==> src/rtl/regfile_pkg.sv <==
// rtl/regfile_pkg.sv - shared widths, requester ids and write-request type for the regfile write path
package regfile_pkg;

  localparam int ADDR_W   = 5;
  localparam int DATA_W   = 32;
  localparam int NREGS    = 1 << ADDR_W;

  localparam int REQ_ALU  = 0;
  localparam int REQ_LOAD = 1;

  localparam logic [ADDR_W-1:0] G0_ADDR = '0;

  typedef struct packed {
    logic [ADDR_W-1:0] addr;
    logic [DATA_W-1:0] data;
  } wr_req_t;

endpackage

==> src/rtl/regfile_wr_fifo.sv <==
// rtl/regfile_wr_fifo.sv - small synchronous FIFO holding pending register writes for one requester
module regfile_wr_fifo #(
  parameter int W     = 37,
  parameter int DEPTH = 2
) (
  input  logic         clk,
  input  logic         rst_n,
  input  logic         push,
  input  logic [W-1:0] wdata,
  input  logic         pop,
  output logic [W-1:0] rdata,
  output logic         full,
  output logic         empty
);

  localparam int PW = $clog2(DEPTH);

  logic [W-1:0] mem [DEPTH];
  // Pointers carry one extra wrap bit so full and empty are distinguishable.
  logic [PW:0]  wr_ptr;
  logic [PW:0]  rd_ptr;

  assign empty = (wr_ptr == rd_ptr);
  assign full  = (wr_ptr[PW] != rd_ptr[PW]) && (wr_ptr[PW-1:0] == rd_ptr[PW-1:0]);
  assign rdata = mem[rd_ptr[PW-1:0]];

  // Advance pointers on accepted push/pop; both in one cycle leaves occupancy unchanged.
  always_ff @(posedge clk) begin
    if (!rst_n) begin
      wr_ptr <= '0;
      rd_ptr <= '0;
    end else begin
      if (push && !full)
        wr_ptr <= wr_ptr + {{PW{1'b0}}, 1'b1};
      if (pop && !empty)
        rd_ptr <= rd_ptr + {{PW{1'b0}}, 1'b1};
    end
  end

  // Storage array; contents need no reset since the pointers gate visibility.
  always_ff @(posedge clk) begin
    if (push && !full)
      mem[wr_ptr[PW-1:0]] <= wdata;
  end

endmodule

==> src/rtl/regfile_write_arbiter.sv <==
// rtl/regfile_write_arbiter.sv - round-robin arbiter sharing the single register-file write port
module regfile_write_arbiter
  import regfile_pkg::*;
#(
  parameter int FIFO_DEPTH = 2
) (
  input  logic              clk,
  input  logic              rst_n,
  input  logic [1:0]        in_valid,
  output logic [1:0]        in_ready,
  input  logic [ADDR_W-1:0] in_addr0,
  input  logic [DATA_W-1:0] in_data0,
  input  logic [ADDR_W-1:0] in_addr1,
  input  logic [DATA_W-1:0] in_data1,
  input  logic              wr_hold,
  output logic              wr_en,
  output logic [ADDR_W-1:0] wr_addr,
  output logic [DATA_W-1:0] wr_data,
  output logic [NREGS-1:0]  wr_sel,
  output logic              busy
);

  wr_req_t    req0, req1, head0, head1, gnt_req;
  logic [1:0] push, pop, full, empty;
  logic       rr;

  assign req0 = '{addr: in_addr0, data: in_data0};
  assign req1 = '{addr: in_addr1, data: in_data1};

  // Ready is purely the registered full flag; %g0 writes handshake but are dropped.
  assign in_ready        = ~full;
  assign push[REQ_ALU]   = in_valid[REQ_ALU]  & ~full[REQ_ALU]  & (in_addr0 != G0_ADDR);
  assign push[REQ_LOAD]  = in_valid[REQ_LOAD] & ~full[REQ_LOAD] & (in_addr1 != G0_ADDR);

  regfile_wr_fifo #(.W($bits(wr_req_t)), .DEPTH(FIFO_DEPTH)) u_fifo_alu (
    .clk   (clk),
    .rst_n (rst_n),
    .push  (push[REQ_ALU]),
    .wdata (req0),
    .pop   (pop[REQ_ALU]),
    .rdata (head0),
    .full  (full[REQ_ALU]),
    .empty (empty[REQ_ALU])
  );

  regfile_wr_fifo #(.W($bits(wr_req_t)), .DEPTH(FIFO_DEPTH)) u_fifo_load (
    .clk   (clk),
    .rst_n (rst_n),
    .push  (push[REQ_LOAD]),
    .wdata (req1),
    .pop   (pop[REQ_LOAD]),
    .rdata (head1),
    .full  (full[REQ_LOAD]),
    .empty (empty[REQ_LOAD])
  );

  // Grant: lone non-empty FIFO wins outright; contention resolved by rr; hold blocks all.
  always_comb begin
    pop = 2'b00;
    if (!wr_hold) begin
      if (!empty[REQ_ALU] && !empty[REQ_LOAD])
        pop[rr] = 1'b1;
      else if (!empty[REQ_ALU])
        pop[REQ_ALU] = 1'b1;
      else if (!empty[REQ_LOAD])
        pop[REQ_LOAD] = 1'b1;
    end
  end

  assign gnt_req = pop[REQ_LOAD] ? head1 : head0;

  // Registered write port; rr points at the requester that was not just served.
  always_ff @(posedge clk) begin
    if (!rst_n) begin
      rr      <= 1'b0;
      wr_en   <= 1'b0;
      wr_sel  <= '0;
      wr_addr <= '0;
      wr_data <= '0;
    end else if (|pop) begin
      rr      <= pop[REQ_ALU];
      wr_en   <= 1'b1;
      wr_addr <= gnt_req.addr;
      wr_data <= gnt_req.data;
      wr_sel  <= {{(NREGS-1){1'b0}}, 1'b1} << gnt_req.addr;
    end else begin
      wr_en   <= 1'b0;
      wr_sel  <= '0;
    end
  end

  assign busy = (|(~empty)) | wr_en;

endmodule

==> config.mk <==
export PLATFORM = sky130hd
export DESIGN_NAME = regfile_write_arbiter
export DESIGN_NICKNAME = d
export VERILOG_FILES = /design/src/rtl/regfile_pkg.sv /design/src/rtl/regfile_wr_fifo.sv /design/src/rtl/regfile_write_arbiter.sv
export SDC_FILE = /design/constraint.sdc
export NUM_CORES = 1
export LEC_CHECK = 0
export ABC_CLOCK_PERIOD_IN_PS = 4400
export CORE_ASPECT_RATIO = 1.5
export CORE_MARGIN = 2
export CORE_UTILIZATION = 45
export CTS_CLUSTER_SIZE = 12
export DETAILED_ROUTE_END_ITERATION = 10
export GPL_TIMING_DRIVEN = 1
export MAX_ROUTING_LAYER = met4
export PLACE_DENSITY = 0.79
export SLEW_MARGIN = 10
export SYNTH_ARGS = -nofsm -noshare
export SYNTH_HDL_FRONTEND = slang
export SYNTH_SLANG_ARGS = --single-unit
==> constraint.sdc <==
create_clock -name clk -period 4.4 [get_ports clk]
set_input_delay 0.66 -clock clk [delete_from_list [all_inputs] [get_ports clk]]
set_output_delay 0.66 -clock clk [all_outputs]
set_load 0.02 [all_outputs]
Yosys cells after proc, flatten, opt, wreduce, memory -nomap -nowiden
Memories as Yosys holds them, arrays and structs flattened. A register that Yosys moved wholly into a read port is not among the register bits.
Cells that the tools add are included.
Storage, ports and cells
  register bits after elaboration: 79
  bits in latches: 0
  bits in writable memories: 148
  memory bits (read-only): 0
  bits of input ports: 79
  output and inout bits: 73
  logic and storage cells: 67
  memories kept: 2
Memory list
  u_fifo_alu.mem: words 2, bits a word 37, read ports 1, clocked after memory_dff 1, write ports 1, line regfile_wr_fifo.sv:18  | logic [W-1:0] mem [DEPTH];
  u_fifo_load.mem: words 2, bits a word 37, read ports 1, clocked after memory_dff 1, write ports 1, line regfile_wr_fifo.sv:18
Operators by class
  add/sub/neg operators: 4
  $mul: 0
  div/mod/pow operators: 0
  order comparisons: 2
  equality and inequality tests: 6
  shift-type cells: 1
  multiplexer cells: 17
  bitwise logic cells: 9
  reductions and logical operators: 17
Operators with widths (number)
  $mux W37: 1
  $shl A1 B5 Y32 const A: 1
  $mux W1: 13
  $reduce_bool A5 Y1: 2
  $add A2 B1 Y2 const B: 4
  $logic_and A1 B1 Y1: 8
  $and A1 B1 Y1: 4
  $eq A2 B2 Y1: 2
  $logic_not A1 Y1: 4
  $mux W2: 2
  $not A2 Y2: 2
  $reduce_or A2 Y1: 2
  $eq A1 B1 Y1: 2
  $lt A1 B2 Y1 const B: 1
  $ne A1 B1 Y1: 2
  $not A1 Y1: 2
  $reduce_and A2 Y1: 1
  $demux W1 S1: 1
  $ge A1 B1 Y1 const B: 1
  $or A1 B1 Y1: 1

Depth between registers and ports, before layout
  depth in word-level cells: 9
  gate-level depth with buffers: 7
  depth with buffers taken out: 4

Cells and area by module
From an unflattened synthesis, not the netlist that was laid out.
Unflattened totals
  cells, all modules: 572
  area total of the unflattened synthesis: 8541.9 um2
By module, submodules not included
  regfile_wr_fifo: times used 2, cells each 147, area an instance 2927.8 um2
  regfile_write_arbiter: times used 1, cells each 278, area an instance 2686.3 um2

Worst setup path after synthesis
OpenSTA, ideal clock, no wires.
  path kind: in2reg
  start point: input port in_addr1[0]
  end point: memory u_fifo_load.mem[1][0] (enable)
  library setup time: 0.434 ns
  arrival: 2.577 ns
  slack: 1.389 ns
  cell stages on the path: 3
  path through: or4_1 > o221ai_1 > nor2_1
Between the ends
  word-level cells in the longest chain between the ends: 5
RTL lines
  from (decl): line regfile_write_arbiter.sv:13  | input logic [ADDR_W-1:0] in_addr1,
  $reduce_bool A5 Y1: line regfile_write_arbiter.sv:33  | assign push[REQ_LOAD] = in_valid[REQ_LOAD] & ~full[REQ_LOAD] & (in_addr1 != G0_ADDR);
  $and A1 B1 Y1: line regfile_write_arbiter.sv:33
  $logic_and A1 B1 Y1: line regfile_wr_fifo.sv:42  | if (push && !full)
  $mux W1: line regfile_wr_fifo.sv:42
  $mux W1 (implied by the code): line regfile_wr_fifo.sv:43  | mem[wr_ptr[PW-1:0]] <= wdata;
  to (decl): line regfile_wr_fifo.sv:18
No other way between the ends.

Final worst setup path
  start point: register u_fifo_load.wr_ptr[0]
  end point: output port busy
Between the ends
  word-level cells in the longest chain between the ends: 4
RTL lines
  from (decl): line regfile_wr_fifo.sv:20  | logic [PW:0] wr_ptr;
  from (signal assigned): line regfile_wr_fifo.sv:34  | wr_ptr <= wr_ptr + {{PW{1'b0}}, 1'b1};
  $eq A2 B2 Y1: line regfile_wr_fifo.sv:23  | assign empty = (wr_ptr == rd_ptr);
  $not A2 Y2: line regfile_write_arbiter.sv:92  | assign busy = (|(~empty)) | wr_en;
  $reduce_or A2 Y1: line regfile_write_arbiter.sv:92
  $or A1 B1 Y1: line regfile_write_arbiter.sv:92
  to (decl): line regfile_write_arbiter.sv:20  | output logic busy
No other way between the ends.

==> summary.txt <==
DR vias: 6,033
WP data arrival: 2.60 ns
Top-count cell post-synth: edfxtp_1
FMAX: 0.306 GHz
Yosys warns: 0
Crit path time final: 3.26 ns
Post-route ant nets: 0
Wire per inst: 20.6 µm
IO Count: 152
Seq cells post-synth: 229
Largest net degree at the start of global routing: 46
Slowest cell on crit path: nor4_1
Hold WC Path Type: register to register
PortBufs: 151
Top_reg_cell synth: edfxtp_1
Synth area leader: edfxtp_1
Sequential cell area: 0.00607 mm²
Die height: 178 µm
Synthesized area per cell: 14.5 µm²
Peak VDD IR: 0.360 mV
Area grow syn2layout: 26.7%
RSZ-0062 raised after global routing: no
Crit-path max FO: 19
Via density: 5.78
Crit path buffers/inverters: 1
Crit. End Element: primary output
Grt ovf: 0
Cell family with most CP delay: simple AND/OR/NAND/NOR gates
CTS clock-pin slew for the worst setup and hold paths: 0.06 ns
# resized after CTS: 0
Number of flops mapped to enable cells by yosys: 148
Pre-antenna DRT Iters: 6
Setup Skew: 0.0125 ns
CTS buffer count: 23
Setup tns final: 0 ns
Fill cells: 1,540
Final Cycle Share: 74.2%
Crit-path cells: xor2_4 -> nor4_1 -> nand2b_1 -> clkdlybuf4s50_1
FFs w/ async S/R, synth: 0%
CP Launch Type: register
CP peak stage delay: 0.68 ns
Fin. max-slew vios: 0
Leakage: 3.68 nW
Hold buffers post-CTS: 0
MaxCap Viol Count: 0
Initial antenna violation count: 2
Data required time of the critical path: 3.74 ns
Post-synthesis sequential area ratio: 66.7%
Worst-margin pin slew: 1.03 ns
Synth top cells by count: edfxtp_1, dfxtp_1, o32ai_1
Number of H-tree levels: 1
Area after DPL: 0.0108 mm²
First-pass GRT wire length: 32,800 µm
Post-synthesis cell count: 629
GRT Util Overall: 20.5%
Iter 0 DRT Violations: 398
CTS tree: yes
Pwr Density: 545 mW/mm²
Hold Fails Final Rpt: 0
Slew HR: 31.1%
Mapped Nets: 708
Synth top area cells: edfxtp_1, dfxtp_1, mux2_2
Share of layout cells above drive strength 1: 13.0%
Vias in the first global route: 6,036
Final WL: 21,500 µm
DPL Wire Length: 14,700 µm
Final nets: 845
Setup bufs post-CTS: 0
Initial Utilization: 46.0%
Worst-case clock buffer depth: 3
# clock sinks: 229
Fin area: 0.0115 mm²
Die Area: 0.0214 mm²
# rows: 63
Post-Synthesis Cell Area: 0.00910 mm²
Setup violations, final: 0
Netlist cell types: 42
Core area: 0.0198 mm²
Area occupied by multi-input gates: 0.00281 mm²
Clk Latency, worst-skew pair: 0.50 ns
Synth top area share: 48.9%
CTS root buffer: clkbuf_16
CP Class: register to primary output
Status: completed
Final GP Congestion: 0.831
DRC errors left: 0
Die Width: 120 µm
## per-layer routing
metal	GRT usage [%]	vias to the layer above	share of wire, %	wire length [µm]
met5	-	-	0	0
met4	10.1	0	4.4	949
met3	2.94	52	5.9	1280
met2	36.8	251	54	11700
met1	22.2	2930	35	7630
li1	-	2800	-	-
## final cells by class
type,count,share of cell area (%)
clock buffer,39,5.60
inverter,12,0.391
multi-input combinational,336,24.3
sequential,229,52.6
antenna,2,0.0434
clock inverter,2,0.0977
tap,260,2.82
timing repair buffer,164,14.1
## stage by stage
| stage | power (mW) | hold WS [ns] | setup slack [ns] | instances | utilization (%) |
|---|---|---|---|---|---|
| after global routing | 6.56 | 0.500 | 0.943 | 1044 | 58.3 |
| final | 6.28 | 0.480 | 1.14 | 1044 | 58.3 |
| after detailed placement | 4.59 | 0.465 | 1.29 | 1000 | 54.8 |
| after floorplan | 3.97 | 0.478 | 1.39 | 629 | - |
| after global placement | 4.55 | 0.464 | 1.36 | 1000 | 54.8 |
| after CTS | 6.32 | 0.484 | 1.15 | 1041 | 58.1 |
## worst paths after layout
check	startpoint	to	slack, ns	cells after the start
hold reg to reg	wr_data[17]$_SDFFE_PN0P_	wr_data[17]$_SDFFE_PN0P_	0.48	1
setup / recovery	u_fifo_load.wr_ptr[0]$_SDFFE_PN0P_	busy	1.14	4
hold / removal	wr_data[17]$_SDFFE_PN0P_	wr_data[17]$_SDFFE_PN0P_	0.48	1
setup reg to reg	u_fifo_load.wr_ptr[0]$_SDFFE_PN0P_	u_fifo_load.mem[0][35]$_DFFE_PP_	1.62	4
## kinds of logic (layout without fill, tap and decap cells)
kind of cell | count (synthesis) | after routing | share of synthesized area (%)
simple gates | 60 | 60 | 3.71
mux | 74 | 74 | 8.64
flops | 229 | 229 | 66.7
buf+inv | 64 | 217 | 3.47
xor+xnor | 9 | 9 | 1.03
other cells | 0 | 2 | 0
compound gates | 193 | 193 | 16.5
## worst reg2reg max path, stage by stage (launching register included)
cell,delay [ns]
dfxtp_1,0.53
xor2_4,0.49
o221ai_1,0.40
nor2_4,0.70
buf_4,0.36
## cells in the final DEF (no fill, tap or decap), drive strengths merged, types with 2 or more instances in the layout
cell type and n:
nand2 9, nor2 10, a211oi 32, nand2b 15
or4 3, o22ai 9, buf 13, xor2 4
inv 12, edfxtp 148, nand4 16, xnor2 5
o221ai 2, o32a 2, dfxtp 81, o32ai 43
diode 2, mux2i 38, a21oi 6, o21a 2
and2 3, clkbuf 39, mux2 36, o211ai 17
o21ai 40, clkdlybuf4s50 151, a22o 35
## power by group
part / internal (mW) / total (mW) / switching [mW] / leakage, nW
Sequential: 2.58 / 2.77 / 0.185 / 2.04
Clock: 0.991 / 1.72 / 0.731 / 0.310
Combinational: 0.725 / 1.79 / 1.07 / 1.33
Total: 4.30 / 6.28 / 1.98 / 3.68
## flip-flops by register name (all words and copies together) (netlist names), 5 cells and up, named ones only
| register | count |
|---|---|
| wr_sel | 32 |
| wr_addr | 5 |
| u_fifo_load.mem | 74 |
| u_fifo_alu.mem | 74 |
| wr_data | 32 |
(Power assumes the default switching activity.)
